`config.mk`:
```
export PLATFORM = sky130hd
export DESIGN_NAME = rom_arbiter
export DESIGN_NICKNAME = d
export VERILOG_FILES = /design/src/rtl/rom_arbiter.sv
export SDC_FILE = /design/constraint.sdc
export NUM_CORES = 1
export LEC_CHECK = 0
export ABC_AREA = 1
export BUFFER_PORTS_ARGS = -buffer_cell sky130_fd_sc_hd__buf_2
export CAP_MARGIN = 15
export CORE_ASPECT_RATIO = 0.5
export CORE_MARGIN = 1.5
export CORE_UTILIZATION = 38
export CTS_CLUSTER_SIZE = 12
export DETAILED_ROUTE_END_ITERATION = 12
export GPL_ROUTABILITY_DRIVEN = 0
export GPL_TIMING_DRIVEN = 0
export PLACE_DENSITY = 0.78
export SLEW_MARGIN = 10
export SYNTH_ARGS = -nofsm -noshare
export SYNTH_HDL_FRONTEND = slang
export SYNTH_SLANG_ARGS = --single-unit
```
`constraint.sdc`:
```
create_clock -name clk -period 1.95 [get_ports clk]
set_clock_uncertainty 0.1 [all_clocks]
set_input_delay 0.2925 -clock clk [delete_from_list [all_inputs] [get_ports clk]]
set_output_delay 0.2925 -clock clk [all_outputs]
set_load 0.03 [all_outputs]
```
`src/rtl/rom_arbiter.sv`:
```
// rtl/rom_arbiter.sv - three-client ROM read arbiter onto one pulse req/ack SDRAM port
// Define ARB_ROUND_ROBIN_EN for round-robin grants; otherwise fixed priority 0 > 1 > 2.
module rom_arbiter #(
  parameter int          AW    = 23,
  parameter int          DW    = 16,
  parameter logic [23:0] BASE0 = 24'h000000,
  parameter logic [23:0] BASE1 = 24'h080000,
  parameter logic [23:0] BASE2 = 24'h100000
) (
  input  logic          clk,
  input  logic          reset,
  input  logic [2:0]    req,
  input  logic [AW-1:0] addr0,
  input  logic [AW-1:0] addr1,
  input  logic [AW-1:0] addr2,
  output logic [2:0]    valid,
  output logic [DW-1:0] dout,
  output logic          sdram_req,
  output logic [23:0]   sdram_addr,
  input  logic          sdram_ack,
  input  logic [DW-1:0] sdram_data,
  output logic          busy
);

  typedef enum logic [1:0] {S_IDLE, S_ISSUE, S_WAIT} state_t;

  state_t          state_q, state_d;
  logic [1:0]      winner_q, winner_d;
  logic [2:0]      served_q, served_d;
  logic [2:0]      valid_q, valid_d;
  logic [DW-1:0]   dout_q, dout_d;
  logic            sdram_req_q, sdram_req_d;
  logic [23:0]     sdram_addr_q, sdram_addr_d;

  logic [2:0]      pending;
  logic            grant_found;
  logic [1:0]      grant_idx;
  logic [23:0]     grant_addr;
  logic [2:0]      win_oh;

`ifdef ARB_ROUND_ROBIN_EN
  logic [1:0]      ptr_q, ptr_d;
  logic [1:0]      cand;

  function automatic logic [1:0] wrap3(input logic [2:0] v);
    return (v >= 3'd3) ? 2'(v - 3'd3) : v[1:0];
  endfunction
`endif

  // Winner selection: scan from the highest-ranked candidate last so it overrides.
  always_comb begin
    pending     = req & ~served_q;
    grant_found = |pending;
    grant_idx   = 2'd0;
`ifdef ARB_ROUND_ROBIN_EN
    cand        = 2'd0;
    for (int k = 2; k >= 0; k--) begin
      cand = wrap3(3'(ptr_q) + 3'(k));
      if (pending[cand]) grant_idx = cand;
    end
`else
    for (int k = 2; k >= 0; k--) begin
      if (pending[k]) grant_idx = 2'(k);
    end
`endif
    case (grant_idx)
      2'd1:    grant_addr = BASE1 + 24'(addr1);
      2'd2:    grant_addr = BASE2 + 24'(addr2);
      default: grant_addr = BASE0 + 24'(addr0);
    endcase
  end

  always_comb begin
    state_d      = state_q;
    winner_d     = winner_q;
    served_d     = served_q & req;
    valid_d      = 3'b000;
    dout_d       = dout_q;
    sdram_req_d  = 1'b0;
    sdram_addr_d = sdram_addr_q;
    win_oh       = 3'b001 << winner_q;
`ifdef ARB_ROUND_ROBIN_EN
    ptr_d        = ptr_q;
`endif
    case (state_q)
      S_IDLE: begin
        if (grant_found) begin
          winner_d     = grant_idx;
          sdram_addr_d = grant_addr;
          sdram_req_d  = 1'b1;
          state_d      = S_ISSUE;
`ifdef ARB_ROUND_ROBIN_EN
          ptr_d        = (grant_idx == 2'd2) ? 2'd0 : grant_idx + 2'd1;
`endif
        end
      end
      S_ISSUE, S_WAIT: begin
        if (state_q == S_ISSUE) state_d = S_WAIT;
        // A client that dropped req by the ack cycle has abandoned the read.
        if (sdram_ack) begin
          state_d = S_IDLE;
          if (|(req & win_oh)) begin
            dout_d   = sdram_data;
            valid_d  = win_oh;
            served_d = served_d | win_oh;
          end
        end
      end
      default: state_d = S_IDLE;
    endcase
  end

  always_ff @(posedge clk or posedge reset) begin
    if (reset) begin
      state_q      <= S_IDLE;
      winner_q     <= 2'd0;
      served_q     <= 3'b000;
      valid_q      <= 3'b000;
      dout_q       <= '0;
      sdram_req_q  <= 1'b0;
      sdram_addr_q <= 24'd0;
`ifdef ARB_ROUND_ROBIN_EN
      ptr_q        <= 2'd0;
`endif
    end else begin
      state_q      <= state_d;
      winner_q     <= winner_d;
      served_q     <= served_d;
      valid_q      <= valid_d;
      dout_q       <= dout_d;
      sdram_req_q  <= sdram_req_d;
      sdram_addr_q <= sdram_addr_d;
`ifdef ARB_ROUND_ROBIN_EN
      ptr_q        <= ptr_d;
`endif
    end
  end

  assign valid      = valid_q;
  assign dout       = dout_q;
  assign sdram_req  = sdram_req_q;
  assign sdram_addr = sdram_addr_q;
  assign busy       = (state_q != S_IDLE);

endmodule

```
==> results of run 1 <==
-- per-stage QoR --
stage          setup TNS [ps]  instances  utilization  instance area, sq um
2_1_floorplan               0        359            -                  2810
3_3_place_gp           -18600        586        0.521                  3600
3_5_place_dp                0        587        0.524                  3620
4_1_cts                     0        596        0.550                  3800
5_1_grt                     0        596        0.550                  3800
6_report                    0        596        0.550                  3800
-- final cells by class --
type | instances | area (sq um)
buffer | 20 | 145
clock buffer | 5 | 125
clock inverter | 3 | 46.3
fill | 674 | 3110
inverter | 36 | 138
multi-input combinational | 252 | 1250
sequential | 51 | 1280
tap | 92 | 115
timing repair buffer | 137 | 706
-- worst paths after layout --
kind                       cells after the start             end      startpoint  slack [ps]
setup / recovery                               4            busy      state_q[1]         180
hold / removal                                 3        dout[13]  sdram_data[13]         130
setup reg to reg                               5        dout[11]      state_q[0]         310
hold reg to reg                                2   sdram_addr[6]   sdram_addr[6]         370
max in group asynchronous                      4  sdram_addr[13]           reset         770
min in group asynchronous                      3  sdram_addr[22]           reset         460
-- power by group --
group,switching [W],internal (W),leakage [nW]
Clock,0.000407,0.000610,0.0804
Combinational,0.00210,0.000983,1.44
Sequential,0.000243,0.00152,0.645
Total,0.00275,0.00312,2.17
-- Yosys cell counts, drive strengths merged --
cell type  count
o21ai         22
nand3         54
o22ai          3
o211ai         1
or3b           1
dfrtp         51
nor3           1
xor2           1
inv           36
nor2          16
nand2        126
buf           19
ha             6
clkbuf         1
nand4         21
-- critical path: stages, from the launching register on --
cell     delay [ps]
dfrtp_1         400
inv_1           110
ha_1            290
inv_1            90
buf_2           200
-- kinds of logic (layout without fill, tap and decap cells) --
group                      after synthesis  in the layout  synth area share
AOI/OAI and AO/OA                       26             26            0.0611
buffers and inverters                   56            201             0.101
DFF                                     51             51             0.455
and+or+nand+nor                        219            219             0.354
adders and majority gates                6              6            0.0267
xor gates and xnor gates                 1              1           0.00312
-- state kept, by name (all words and copies together) (netlist names) --
register and count:
sdram_addr 24, dout 16, served_q 3, valid 3, state_q 2, winner_q 2, sdram_req 1
-- placed cells by master, fill, tap and decap left out --
| cell | synthesis | routed |
|---|---|---|
| nor2_4 | 2 | 2 |
| bufinv_16 | 0 | 1 |
| buf_6 | 5 | 5 |
| nor3_2 | 1 | 1 |
| o21ai_1 | 4 | 4 |
| ha_1 | 6 | 6 |
| clkinvlp_4 | 0 | 1 |
| inv_6 | 0 | 1 |
| nand4_1 | 21 | 21 |
| buf_2 | 8 | 143 |
| nor2_1 | 14 | 14 |
| o22ai_1 | 1 | 1 |
| clkbuf_1 | 1 | 1 |
| inv_1 | 35 | 34 |
| o22ai_2 | 2 | 2 |
| buf_12 | 0 | 1 |
| clkbuf_16 | 0 | 5 |
| o21ai_0 | 12 | 12 |
| o211ai_1 | 1 | 1 |
| dfrtp_1 | 51 | 51 |
| nand3_2 | 2 | 2 |
| inv_4 | 1 | 1 |
| nand3_1 | 52 | 52 |
| or3b_2 | 1 | 1 |
| dlygate4sd3_1 | 0 | 1 |
| xor2_1 | 1 | 1 |
| inv_2 | 0 | 1 |
| o21ai_2 | 6 | 6 |
| buf_4 | 6 | 6 |
| nand2_2 | 3 | 3 |
| nand2_1 | 122 | 122 |
| nand2_4 | 1 | 1 |
-- routing by layer --
layer,up-vias,part of all wire,global-route usage
li1,1453,-,-
met3,11,0.065,0.0536
met5,-,0,0
met4,0,0.013,0.0704
met2,100,0.50,0.354
met1,1364,0.42,0.239
-- repair_timing --
item,4_1_cts,5_1_grt
hold endpoints to repair,20,0
gates resized for setup,0,0
setup endpoints to repair,0,0
hold buffers,1,0
==> impl_metrics.env, run 1 <==
export IMPL_cp_max_fo=5
export IMPL_drv_cap=0
export IMPL_path_clk_slew_ps=70
export IMPL_vias=2928
export IMPL_die_w_um=125
export IMPL_start_util=0.406
export IMPL_grt_antenna_before_repair=0
export IMPL_fin_crit_ps=1770
export IMPL_cp_arrival_ps=1380
export IMPL_end_kind="output pin"
export IMPL_nNetsFinal=600
export IMPL_grt_pass1_wl_um=12800
export IMPL_n_antenna_cell=0
export IMPL_hp_class="input pin to flop"
export IMPL_ctsHtreeMaxLevel=2
export IMPL_leakage_nw=2.17
export IMPL_die_area_sq_mm=0.00794
export IMPL_drive_gt1_frac=0.363
export IMPL_insertion_delay_ps=290
export IMPL_hold_violations=0
export IMPL_fin_ws_ps=179
export IMPL_hpwl_um=5900
export IMPL_fmax_mhz=565
export IMPL_ys_ff_latch=51
export IMPL_syn_to_final_growth_pct=35.3
export IMPL_cts_buffers=5
export IMPL_wl_um=7800
export IMPL_synth_cell_types=25
export IMPL_core_area_sq_mm=0.00691
export IMPL_synthTopCellsByArea="dfrtp_1, nand2_1, nand3_1, inv_1, nand4_1"
export IMPL_cp_required_ps=1560
export IMPL_worst_pin_slew_ps=467
export IMPL_syn_avg_cell_area_sq_um=7.82
export IMPL_postCtsSetupRepairBufs=0
export IMPL_drtIter0Drc=196
export IMPL_finalMaxSlewViolations=0
export IMPL_holdWs_ps=133
export IMPL_die_h_um=63.8
export IMPL_cts_tree="done"
export IMPL_rsz0062_at_grt="false"
export IMPL_via_per_inst=4.91
export IMPL_synth_largest_area_cell="dfrtp_1"
export IMPL_syn_num_nets=456
export IMPL_grt_pass1_vias=2866
export IMPL_yosysWarnings=0
export IMPL_first_pass_iters=6
export IMPL_netlist_area_sq_mm=0.00281
export IMPL_drc=0
export IMPL_peakVddDrop_mv=0.713
export IMPL_fin_total_pwr_w=0.00587
export IMPL_relSlewSlack=0.688
export IMPL_clockBufferDepth=2
export IMPL_ant_nets=0
export IMPL_netlist_instances=359
export IMPL_globalRouteTotalUtil=0.200
export IMPL_run_status="finished, final reports clean"
export IMPL_ys_seq_area_frac=0.455
export IMPL_path_class="flop to output pin"
export IMPL_setup_viol_count_final=0
export IMPL_cts_root_buf="clkbuf_16"
export IMPL_cts_sinks=51
export IMPL_post_route_period_util=0.908
export IMPL_p_per_area_mw_per_mm2=1540
export IMPL_startpoint_type="flop"
export IMPL_grt_overflow_total=0
export IMPL_std_cell_rows=21
export IMPL_grt_max_degree=32
export IMPL_wire_per_inst_um=13.1
export IMPL_io_buffers=135
export IMPL_synth_top_cell_area_share=0.455
export IMPL_place_ws_ps=260
export IMPL_num_io_pins=136
No activity file was read; power rests on OpenSTA's default activity.
==> inputs of run 2 (changes only) <==
CORE_ASPECT_RATIO = 1.4   (was 0.5)
==> impl_metrics.env, run 2 (synthesis results as in run 1) <==
export IMPL_run_status="finished, final reports clean"
export IMPL_layout_cells_non_filler=599
export IMPL_insertion_delay_ps=310
export IMPL_holdWs_ps=103
export IMPL_num_io_pins=136
export IMPL_wire_per_inst_um=13.2
export IMPL_cts_resized_gates=0
export IMPL_r2r_cells=5
export IMPL_worstHoldStart="sdram_data[5]"
export IMPL_fin_crit_ps=1810
export IMPL_via_per_inst=4.89
export IMPL_path_common_cell="inv_1"
export IMPL_grt_max_degree=29
export IMPL_path_buf_inv=3
export IMPL_cp_required_ps=1560
export IMPL_globalRouteTotalUtil=0.204
export IMPL_cp_arrival_ps=1410
export IMPL_cts_sinks=51
export IMPL_drv_cap=0
export IMPL_cp_cell_sequence="inv_1, ha_1, inv_1, buf_2"
export IMPL_std_cell_rows=36
export IMPL_rsz0062_at_grt="false"
export IMPL_drc=0
export IMPL_grt_antenna_before_repair=0
export IMPL_io_buffers=135
export IMPL_crit_family="flip-flops"
export IMPL_largest_reg_flops=24
export IMPL_wl_um=7900
export IMPL_path_clk_slew_ps=100
export IMPL_finalMaxSlewViolations=0
export IMPL_grt_pass1_wl_um=12500
export IMPL_setup_viol_count_final=0
export IMPL_syn_to_final_growth_pct=33.4
export IMPL_fmax_mhz=553
export IMPL_die_h_um=105
export IMPL_grt_pass1_vias=2838
export IMPL_die_area_sq_mm=0.00792
export IMPL_p_per_area_mw_per_mm2=1490
export IMPL_fin_area_sq_mm=0.00374
export IMPL_min_to="dout[5]"
export IMPL_first_pass_iters=4
export IMPL_hold_violations=0
export IMPL_hp_class="input pin to flop"
export IMPL_core_area_sq_mm=0.00707
export IMPL_worst_pin_slew_ps=522
export IMPL_grt_overflow_total=0
export IMPL_drive_gt1_frac=0.363
export IMPL_peakVddDrop_mv=0.739
export IMPL_ff2ff_setup_slack_ps=320
export IMPL_final_seq_area_sq_mm=0.00128
export IMPL_drtIter0Drc=162
export IMPL_path_class="flop to output pin"
export IMPL_start_util=0.397
export IMPL_final_common_cell="buf_2"
export IMPL_cts_root_buf="clkbuf_8"
export IMPL_cp_slowest_stage_delay_ps=430
export IMPL_vias=2932
export IMPL_cts_tree="done"
export IMPL_cts_buffers=5
export IMPL_fill_cells=699
export IMPL_end_kind="output pin"
export IMPL_leakage_nw=2.15
export IMPL_n_antenna_cell=0
export IMPL_hpwl_um=6080
export IMPL_cp_max_fo=5
export IMPL_ant_nets=0
export IMPL_ctsHtreeMaxLevel=2
export IMPL_final_cell_mix="buf_2, nand2_1, nand3_1"
export IMPL_regToRegStartpoint="state_q[0]"
export IMPL_relSlewSlack=0.652
export IMPL_clockBufferDepth=2
export IMPL_reg2reg_to="dout[9]"
export IMPL_dp_cells=590
export IMPL_placed_cell_area_sq_mm=0.00362
export IMPL_startpoint_type="flop"
export IMPL_die_w_um=75.6
export IMPL_hold_path_depth=3
export IMPL_crit_path_top_delay_cell="dfrtp_1"
export IMPL_multi_input_comb_area_sq_mm=0.00125
export IMPL_post_route_period_util=0.927
export IMPL_nNetsFinal=600
run 2: layout make-up:
cell class,count,area share
Timing Repair Buffer,137,0.188
Clock buffer,5,0.0184
Tap cell,95,0.0317
Multi-Input combinational cell,252,0.333
Clock inverter,3,0.0117
Buffer,20,0.0388
Sequential cell,51,0.341
Inverter,36,0.0368
run 2: repair_timing:
item,4_1_cts,5_1_grt
setup buffers,0,0
hold buffers,1,0
hold endpoints to repair,23,0
run 2: worst reg2reg max path: cells and delay by family, from the launching register on:
kind	cells	cell delay (ps)
AO/OA/AOI/OAI	1	140
buffers and inverters	2	410
AND/OR/NAND/NOR	1	130
flip-flops	1	410
adder cells (fa/ha/maj)	1	320
run 2: metal layers:
layer | track usage | routed length, um | vias up
met5 | 0 | 0 | -
met4 | 0.0599 | 106 | 0
met3 | 0.0434 | 469 | 11
met2 | 0.366 | 4160 | 97
met1 | 0.232 | 3160 | 1377
li1 | - | - | 1447
run 2: stage by stage:
stage | setup slack [ps] | setup TNS (ps) | total power, W | util
2_1_floorplan | 328 | 0 | 0.00397 | -
3_3_place_gp | -323 | -16360 | 0.00481 | 0.509
3_5_place_dp | 292 | 0 | 0.00491 | 0.512
4_1_cts | 120 | 0 | 0.00567 | 0.530
5_1_grt | 38.1 | 0 | 0.00603 | 0.530
6_report | 143 | 0 | 0.00559 | 0.530
run 2: power breakdown:
| group | leakage (nW) | internal (W) | total, W | switching [W] |
|---|---|---|---|---|
| clock | 0.0581 | 0.000383 | 0.000743 | 0.000360 |
| sequential | 0.645 | 0.00152 | 0.00177 | 0.000252 |
| combinational | 1.44 | 0.000984 | 0.00308 | 0.00210 |
run 2: worst max path at each step:
stage,depth (start not counted),to,from
2_1_floorplan,1,dout[0],reset
3_3_place_gp,2,sdram_addr[10],reset
3_5_place_dp,5,dout[9],state_q[0]
4_1_cts,4,busy,state_q[0]
5_1_grt,4,busy,state_q[1]
6_report,4,busy,state_q[0]
==> inputs of run 3 (changes only) <==
BUFFER_PORTS_ARGS = unset   (was -buffer_cell sky130_fd_sc_hd__buf_2)
CORE_MARGIN = unset   (was 1.5)
DONT_BUFFER_PORTS = 1   (was unset)
PLACE_DENSITY = 0.62   (was 0.78)
==> impl_metrics.env, run 3 (synthesis results as in run 1) <==
export IMPL_largest_reg_flops=24
export IMPL_final_cell_mix="nand2_1, nand3_1, dfrtp_1"
export IMPL_peakVddDrop_mv=0.801
export IMPL_cp_startpoint="state_q[0]"
export IMPL_end_kind="output pin"
export IMPL_place_ws_ps=288
export IMPL_p_per_area_mw_per_mm2=1590
export IMPL_hpwl_um=5280
export IMPL_path_class="flop to output pin"
export IMPL_grt_max_degree=30
export IMPL_grt_pass1_vias=2430
export IMPL_cts_sinks=51
export IMPL_r2r_cells=5
export IMPL_ff2ff_setup_slack_ps=260
export IMPL_cts_tree="done"
export IMPL_die_area_sq_mm=0.00774
export IMPL_grt_pass1_wl_um=11100
export IMPL_postCtsSetupRepairBufs=0
export IMPL_cts_resized_gates=0
export IMPL_insertion_delay_ps=310
export IMPL_setup_viol_count_final=0
export IMPL_first_pass_iters=4
export IMPL_rsz0062_at_grt="false"
export IMPL_reg2reg_to="state_q[1]"
export IMPL_placed_cell_area_sq_mm=0.00295
export IMPL_relSlewSlack=0.663
export IMPL_via_per_inst=5.17
export IMPL_cp_max_fo=5
export IMPL_startpoint_type="flop"
export IMPL_crit_end="busy"
export IMPL_drive_gt1_frac=0.126
export IMPL_cts_root_buf="clkbuf_8"
export IMPL_regToRegStartpoint="state_q[0]"
export IMPL_syn_to_final_growth_pct=12.6
export IMPL_n_antenna_cell=0
export IMPL_ant_nets=0
export IMPL_cp_required_ps=1560
export IMPL_clockBufferDepth=2
export IMPL_hold_buffers=12
export IMPL_wl_um=7070
export IMPL_wire_per_inst_um=14.9
export IMPL_cts_buffers=5
export IMPL_worst_pin_slew_ps=505
export IMPL_die_w_um=74.6
export IMPL_fin_ws_ps=193
export IMPL_fin_crit_ps=1760
export IMPL_fin_total_pwr_w=0.00504
export IMPL_grt_overflow_total=0
export IMPL_leakage_nw=1.63
export IMPL_hp_class="input pin to flop"
export IMPL_fin_area_sq_mm=0.00316
export IMPL_grt_antenna_before_repair=0
export IMPL_fill_cells=723
export IMPL_vias=2456
export IMPL_num_io_pins=136
export IMPL_hold_violations=0
export IMPL_run_status="finished, final reports clean"
export IMPL_final_common_cell="nand2_1"
export IMPL_io_buffers=0
export IMPL_start_util=0.397
export IMPL_path_clk_slew_ps=110
export IMPL_drc=0
export IMPL_globalRouteTotalUtil=0.185
export IMPL_std_cell_rows=36
export IMPL_fmax_mhz=569
export IMPL_finalMaxSlewViolations=0
export IMPL_drv_cap=0
export IMPL_die_h_um=104
export IMPL_post_route_period_util=0.901
export IMPL_nNetsFinal=476
export IMPL_core_area_sq_mm=0.00707
export IMPL_ctsHtreeMaxLevel=2
export IMPL_drtIter0Drc=143
export IMPL_cp_arrival_ps=1360
-- run 3: cell count changes in the layout (fill, tap and decap cells not counted), sizes merged --
cell | before | now
buf | 155 | 20
bufinv | 1 | 0
clkinv | 2 | 1
dlygate4sd3 | 1 | 12
inv | 36 | 38
-- run 3: metal layers --
metal  part of all wire  wire, um  track usage  vias to the layer above
met3              0.078       549       0.0506                       10
li1                   -         -            -                     1203
met4              0.015       103       0.0485                        0
met2               0.52      3690        0.339                      106
met5                  0         0            0                        -
met1               0.39      2730        0.199                     1137
-- run 3: where the power goes --
part,total [W],switching [W],internal [W]
clock,0.000650,0.000385,0.000265
combinational,0.00175,0.00109,0.000658
sequential,0.00264,0.00113,0.00151
-- run 3: worst min-delay path by stage --
stage | start | to | slack [ps] | cells after the start
after floorplan | sdram_data[4] | dout[4] | 330 | 2
after global placement | sdram_data[5] | dout[5] | 330 | 2
after detailed placement | reset | dout[2] | 140 | 1
after CTS | sdram_data[3] | dout[3] | 1 | 2
after global routing | sdram_data[3] | dout[3] | 6 | 2
final | sdram_data[3] | dout[3] | 10 | 2
-- run 3: per-stage QoR --
stage                     TNS [ps]  hold WS (ps)  instances  utilization
after floorplan                  0           326        359            -
after global placement      -15350           332        454        0.414
after detailed placement         0           143        455        0.417
after CTS                        0          1.07        475        0.447
after global routing             0          6.07        475        0.447
final                            0          13.0        475        0.447
-- run 3: area by class of cell --
type,instances,area [sq um],share of cell area
tap,95,119,0.0376
buffer,20,145,0.0459
sequential,51,1280,0.404
clock buffer,5,68.8,0.0218
clock inverter,3,26.3,0.00831
inverter,36,138,0.0435
multi-input combinational,252,1250,0.395
timing repair buffer,13,140,0.0443
-- run 3: worst max-delay path: stages, from the launching register on --
cell and delay [ps]:
dfrtp_1 420, inv_1 80, ha_1 280, inv_1 280
